## src/rtl/char_line_ptr_ctrl.sv

```systemverilog
// Char/line pointer controller for a multi-line packet RAM: write/read char
// pointers, per-line last-char table, line FIFO state, overflow drop and
// occupancy accounting.
module char_line_ptr_ctrl #(
   parameter int unsigned CHAR_W = 11,
   parameter int unsigned LINE_W = 2,
   parameter int unsigned DROP_W = 16
) (
   input  logic                     clk,
   input  logic                     rst_n,
   input  logic                     wr_char_incr,
   input  logic                     wr_commit,
   input  logic                     wr_abort,
   input  logic                     rd_char_incr,
   input  logic                     rd_release,
   output logic                     wr_greenflag,
   output logic                     rd_greenflag,
   output logic                     tlast_flag,
   output logic                     wr_ovf,
   output logic [LINE_W+CHAR_W-1:0] rd_ptr,
   output logic [LINE_W+CHAR_W-1:0] wr_ptr,
   output logic [LINE_W:0]          used_lines,
   output logic [DROP_W-1:0]        drop_cnt
);

   localparam int unsigned LCNT_W = LINE_W + 1;
   localparam int unsigned NLINES = 1 << LINE_W;

   logic [CHAR_W-1:0] wr_char_q, wr_char_d;
   logic [CHAR_W-1:0] rd_char_q, rd_char_d;
   logic [LCNT_W-1:0] wr_line_q, wr_line_d;
   logic [LCNT_W-1:0] rd_line_q, rd_line_d;
   logic              wr_ovf_q, wr_ovf_d;
   logic [DROP_W-1:0] drop_q, drop_d;
   logic [CHAR_W-1:0] tlast_q [NLINES];
   logic              tlast_we;
   logic              full_c;
   logic              empty_c;

   // Line FIFO status: extra line MSB distinguishes full from empty.
   assign full_c  = (wr_line_q[LINE_W] != rd_line_q[LINE_W]) &&
                    (wr_line_q[LINE_W-1:0] == rd_line_q[LINE_W-1:0]);
   assign empty_c = (wr_line_q == rd_line_q);

   assign wr_greenflag = !full_c;
   assign rd_greenflag = !empty_c;
   assign tlast_flag   = !empty_c && (rd_char_q == tlast_q[rd_line_q[LINE_W-1:0]]);
   assign wr_ptr       = {wr_line_q[LINE_W-1:0], wr_char_q};
   assign rd_ptr       = {rd_line_q[LINE_W-1:0], rd_char_q};
   assign used_lines   = wr_line_q - rd_line_q;
   assign wr_ovf       = wr_ovf_q;
   assign drop_cnt     = drop_q;

   // Write side next state: abort beats commit, commit beats char increment.
   always_comb begin
      wr_char_d = wr_char_q;
      wr_line_d = wr_line_q;
      wr_ovf_d  = wr_ovf_q;
      drop_d    = drop_q;
      tlast_we  = 1'b0;
      if (!full_c) begin
         if (wr_abort) begin
            wr_char_d = '0;
            wr_ovf_d  = 1'b0;
         end else if (wr_commit) begin
            wr_char_d = '0;
            wr_ovf_d  = 1'b0;
            if (wr_ovf_q) begin
               if (drop_q != {DROP_W{1'b1}}) drop_d = drop_q + DROP_W'(1);
            end else begin
               tlast_we  = 1'b1;
               wr_line_d = wr_line_q + LCNT_W'(1);
            end
         end else if (wr_char_incr) begin
            if (wr_char_q == {CHAR_W{1'b1}}) wr_ovf_d = 1'b1;
            else                             wr_char_d = wr_char_q + CHAR_W'(1);
         end
      end
   end

   // Read side next state: release beats increment; increment holds on last char.
   always_comb begin
      rd_char_d = rd_char_q;
      rd_line_d = rd_line_q;
      if (!empty_c) begin
         if (rd_release) begin
            rd_char_d = '0;
            rd_line_d = rd_line_q + LCNT_W'(1);
         end else if (rd_char_incr && !tlast_flag) begin
            rd_char_d = rd_char_q + CHAR_W'(1);
         end
      end
   end

   // Pointer and counter registers.
   always_ff @(posedge clk) begin
      if (!rst_n) begin
         wr_char_q <= '0;
         rd_char_q <= '0;
         wr_line_q <= '0;
         rd_line_q <= '0;
         wr_ovf_q  <= 1'b0;
         drop_q    <= '0;
      end else begin
         wr_char_q <= wr_char_d;
         rd_char_q <= rd_char_d;
         wr_line_q <= wr_line_d;
         rd_line_q <= rd_line_d;
         wr_ovf_q  <= wr_ovf_d;
         drop_q    <= drop_d;
      end
   end

   // Per-line last-char table, written on a valid commit.
   always_ff @(posedge clk) begin
      if (!rst_n) begin
         for (int unsigned i = 0; i < NLINES; i++) tlast_q[i] <= '0;
      end else if (tlast_we) begin
         tlast_q[wr_line_q[LINE_W-1:0]] <= wr_char_q;
      end
   end

endmodule

```

## config.mk

```make
export PLATFORM = sky130hd
export DESIGN_NAME = char_line_ptr_ctrl
export DESIGN_NICKNAME = d
export VERILOG_FILES = /design/src/rtl/char_line_ptr_ctrl.sv
export SDC_FILE = /design/constraint.sdc
export NUM_CORES = 1
export LEC_CHECK = 0
export ABC_CLOCK_PERIOD_IN_PS = 3500
export BUFFER_PORTS_ARGS = -buffer_cell sky130_fd_sc_hd__buf_2
export CAP_MARGIN = 10
export CORE_MARGIN = 2
export CORE_UTILIZATION = 35
export CTS_CLUSTER_DIAMETER = 50
export CTS_CLUSTER_SIZE = 14
export DETAILED_ROUTE_END_ITERATION = 8
export GPL_TIMING_DRIVEN = 0
export MAX_ROUTING_LAYER = met4
export PLACE_DENSITY = 0.59
export SKIP_LAST_GASP = 1
export SYNTH_ARGS = -nofsm -noshare
export SYNTH_HDL_FRONTEND = slang
export SYNTH_SLANG_ARGS = --single-unit
```

## constraint.sdc

```tcl
create_clock -name clk -period 3.5 [get_ports clk]
set_clock_uncertainty 0.15 [all_clocks]
set_input_delay 0.525 -clock clk [delete_from_list [all_inputs] [get_ports clk]]
set_output_delay 0.525 -clock clk [all_outputs]
set_load 0.02 [all_outputs]
```

# Word-level counts from Yosys, hierarchy flattened
# Memory sizes are Yosys's and may differ from the RTL's. A register that Yosys moved wholly into a read port is not among the register bits.
# Index checks and enable logic that the tools add are counted.
# W data, S select, Z words.
# totals
out_inout_bits,49
ramBits,44
input_bits,7
word_cells,63
regBits,45
mem_count,1
# mem_list
name,depth,word_bits,rd,rd_ports_with_merged_regs,write_ports,line_no,text
tlast_q,4,11,1,1,4,35,logic [CHAR_W-1:0] tlast_q [NLINES];
# op_classes
n_addsub,6
bitwise_logic,4
mux,23
eq_ne,7
n_reduce_logical,16
# op_table
cell,n
$mux W11,7
$add A11 B1 Y11 const B,2
$add A16 B1 Y16 const B,1
$ne A16 B16 Y1 const B,1
$mux W1,13
$eq A11 B11 Y1,1
$eq A11 B11 Y1 const B,1
$reduce_or A11 Y1,1
$add A3 B1 Y3 const B,2
$mux W2,3
$reduce_and A3 Y1,2
$reduce_bool A3 Y1,2
$reduce_and A5 Y1,1
$not A1 Y1,4
$reduce_and A2 Y1,2
$reduce_and A4 Y1,1
$eq A3 B3 Y1,1
$logic_and A1 B1 Y1,3
$logic_not A1 Y1,3
$ne A3 B3 Y1 const B,1
$sub A3 B3 Y3,1
$eq A2 B2 Y1,1
$reduce_bool A2 Y1,1
$ne A1 B1 Y1,1

# Longest topological paths before layout
# depth
word_depth,9
ltp_mapped,11
ltp_nobuf,9

# Worst setup path before layout
# OpenSTA, ideal clock, no wires.
# synth_timing
path_kind,register -> register
start,register wr_line_q[0]
end,"memory tlast_q[0][0], enable pin"
arrival_ps,2198
path_slack_ps,799
path_stages_with_launch,10
setup_time_ps,353
n_path_buf,1
path_cell_list,dfxtp_1 clkbuf_1 inv_1 ha_1 nand2_1 nor2_1 nor4b_4 nand2_1 nor3_1 nand2b_1
# synth_rtl
element,line_no,text
from (decl),31,"logic [LCNT_W-1:0] wr_line_q, wr_line_d;"
from (signal assigned),107,wr_line_q <= wr_line_d;
to (decl),35,

# Final worst setup path
# layout_timing
start,register wr_line_q[0]
end,output tlast_flag
# layout_via
elab_chain_cells,3
# layout_lines
element,line_no,text
$eq A3 B3 Y1,43,assign empty_c = (wr_line_q == rd_line_q);
$logic_not A1 Y1,--,
$logic_and A1 B1 Y1,47,assign tlast_flag = !empty_c && (rd_char_q == tlast_q[rd_line_q[LINE_W-1:0]]);
to (decl),18,"output logic tlast_flag,"
# Every way passes these cells.

==> metrics <==
status=completed; Vias per Instance=4.927; PD cells=464.2 nW/um^2; die height=117.0 microns; CP max stage cell=dfxtp_1; antenna-violating nets left=0; critical path class=reg -> out; TritonCTS sink count=91; initial core utilization=35.58%; cell area after synthesis=4472 sq um; drt wl/cell=15.69 microns; Netlist cell types=48; Tightest Pin Transition=0.6606 ns; DP Wirelength=7381 microns; Hold/Removal Path Class=in -> reg; final hold violation count=0; diodes inserted=0; setup TNS=0 ns; Startpoint Class=register; first-pass GRT wire length=16660 microns; Internal=1.812 mW; Hold Path Sink=wr_ovf; CP Max Fanout=9; post-synthesis sequential area ratio=50.59%; Layout Utilization=41.82%; register bit count reported by yosys=91; net switching power=627.3 uW; cell count after synthesis=416; clk buf depth=2; Leak Pwr=2.127 nW; Final Wtd Congestion=0.8049; Setup crit end kind=primary output; clock root buffer=clkbuf_16; Cells after DPL=641; Worst Hold Depth=3; Final nets=494; postcts setup bufs=0; ys flop type=dfxtp_1; htree depth=3; crit share post-route=93.18%; syn_area_per_cell=10.75 sq um; I/O Buffers=53; slew margin rel.=55.66%; Slowest Stage Delay on Critical Path=0.52 ns; gr usage total=16.73%; Switching Share=25.71%; CP Cell Sequence=inv_1, ha_1, and2_1, a22oi_1, nand4_1, a221oi_2, and2_2, buf_2; initial antenna violation count=0; reg2reg end=tlast_q[3][9]; Clock Power Share=40.9%; largest cells by area after synthesis=edfxtp_1 (30%), dfxtp_1 (21%), and2_1 (4.8%); commonest non-fill, non-tap cells in the layout=buf_2 (54), dfxtp_1 (47), edfxtp_1 (44); CP Data Required Time=2.82 ns; Reg clk slew, reported paths=0.07 ns; GRT overflow=0; Yosys top cell area share=29.55%; Die W=117.0 microns; Comb power frac=11.4%; drt drc=0; TritonCTS buffer count=9; Iteration-0 DRC Markers=311; Layout area overhead=17.54%; WP data arrival=2.59 ns; post-placement cell area=4952 sq um; asr flop ratio synth=0%; max cap viols=0; Reg2Reg Depth=8; worst reg-to-reg setup slack=0.30 ns; RSZ-0062 raised after global routing=no; total iterations of the first detailed-routing run=4; register share of total power=47.7%; drt total wl=10290 microns; maximum VDD drop=302.4 uV; Period minus WS final=3.261 ns; vias in the first global route=3186; worst skew pair latency=0.35 ns; non-filler cells, final=656; design area=5256 sq um; fmax=306.6 MHz; Setup violations, final=0; Synth warnings=0; die footprint=13700 sq um; Final Max Slew Viols=0; TritonCTS clock tree=built; most common cell after layout, fill and taps aside=buf_2; critical hold path startpoint=wr_char_incr; Syn Nets=431; core area=12570 sq um; largest net degree at the start of global routing=17; EDFF count, synth=44; FF-to-FF Start=wr_line_q[0]; DR vias=3232; Ports=56; layout cell share with drive strength beyond 1=19.42%; row count=41; cell taking the most area after synthesis=edfxtp_1
## cells in the mapped netlist (2+ instances only)
| master | count |
|---|---|
| inv_1 | 13 |
| nand3_1 | 19 |
| o21ai_0 | 3 |
| mux2i_1 | 21 |
| and4_1 | 2 |
| and2_1 | 34 |
| clkbuf_1 | 14 |
| or3_1 | 7 |
| nor4_1 | 5 |
| xor2_1 | 17 |
| a31oi_1 | 2 |
| a22oi_1 | 3 |
| nand2b_1 | 3 |
| a21oi_2 | 3 |
| buf_6 | 3 |
| nand4_1 | 9 |
| nor2_1 | 43 |
| and3_1 | 17 |
| dfxtp_1 | 47 |
| edfxtp_1 | 44 |
| nand2_1 | 31 |
| buf_4 | 5 |
| a21oi_1 | 4 |
| and2_2 | 2 |
| mux4_1 | 4 |
| ha_1 | 7 |
| nor3_1 | 9 |
| xnor2_1 | 23 |
| mux4_2 | 2 |
| a41o_1 | 2 |
## final cells by class
cell class	instances	area, sq um
fillers	1224	7312
flip-flops and latches	91	2262
clock inverters	6	71.32
repair buffers	53	265.3
plain buffers	22	125.1
inverters	13	48.80
well taps	172	215.2
clock buffers	10	229.0
multi-input cells	289	2039
## stage by stage
stage	worst slack [ns]	hold WS, ns	power [mW]
2_1_floorplan	0.7993	0.3820	1.387
3_3_place_gp	0.1579	0.3338	1.467
3_5_place_dp	0.1075	0.3454	1.472
4_1_cts	0.08890	0.2880	2.463
5_1_grt	0.07427	0.3079	2.541
6_report	0.2387	0.3093	2.440
## worst max-delay path, delay by kind of cell, from the launching register on
family	cells	cell delay, ns
flip-flops	1	0.52
AND/OR/NAND/NOR	3	0.55
adder cells (fa/ha/maj)	1	0.32
AO/OA/AOI/OAI	2	0.54
buffers and inverters	2	0.30
## registers in the layout, summed over array words and instances (netlist names), named ones only
signal     flops
tlast_q       44
drop_cnt      16
rd_char_q     11
wr_char_q     11
rd_line_q      3
wr_line_q      3
wr_ovf         1
## layer usage
| layer | vias up | part of all wire, % | GRT usage (%) |
|---|---|---|---|
| met5 | - | 0 | - |
| met4 | 0 | 1.4 | 4.784 |
| met3 | 13 | 4.9 | 5.510 |
| met2 | 76 | 47 | 26.59 |
| met1 | 1558 | 47 | 20.47 |
| li1 | 1585 | - | - |
## worst max-delay path by stage
stage	start	endpoint	slack, ns	cells after the start
6_report	wr_line_q[0]	tlast_flag	0.24	8
5_1_grt	wr_line_q[0]	tlast_flag	0.07	8
4_1_cts	wr_line_q[0]	tlast_q[2][2]	0.09	9
3_5_place_dp	wr_line_q[0]	tlast_q[2][2]	0.11	9
3_3_place_gp	wr_line_q[0]	tlast_q[0][2]	0.16	9
2_1_floorplan	wr_line_q[0]	tlast_q[0][0]	0.80	9
## logic make-up (layout without fill, tap and decap cells)
| family | Yosys count | count (layout) | synth area share, % |
|---|---|---|---|
| AOI/OAI and AO/OA | 26 | 26 | 4.561 |
| DFF | 91 | 91 | 50.59 |
| buffers and inverters | 36 | 104 | 3.973 |
| muxes | 27 | 27 | 8.058 |
| and+or+nand+nor | 187 | 187 | 22.22 |
| xor gates and xnor gates | 41 | 41 | 8.198 |
| adders and majority gates | 8 | 8 | 2.406 |
## power groups by stage
stage	clock, mW	sequential (mW)	combinational [mW]
2_1_floorplan	0	1.18	0.205
3_3_place_gp	0	1.19	0.282
3_5_place_dp	0	1.19	0.285
4_1_cts	1.02	1.16	0.285
5_1_grt	1.06	1.17	0.312
6_report	0.997	1.16	0.279
## repair_timing
| item | in CTS | in global routing |
|---|---|---|
| gates resized for setup | 0 | 3 |
| setup endpoints to repair | 0 | 45 |
| hold buffers | 0 | 0 |
No activity file was read; power rests on OpenSTA's default activity.
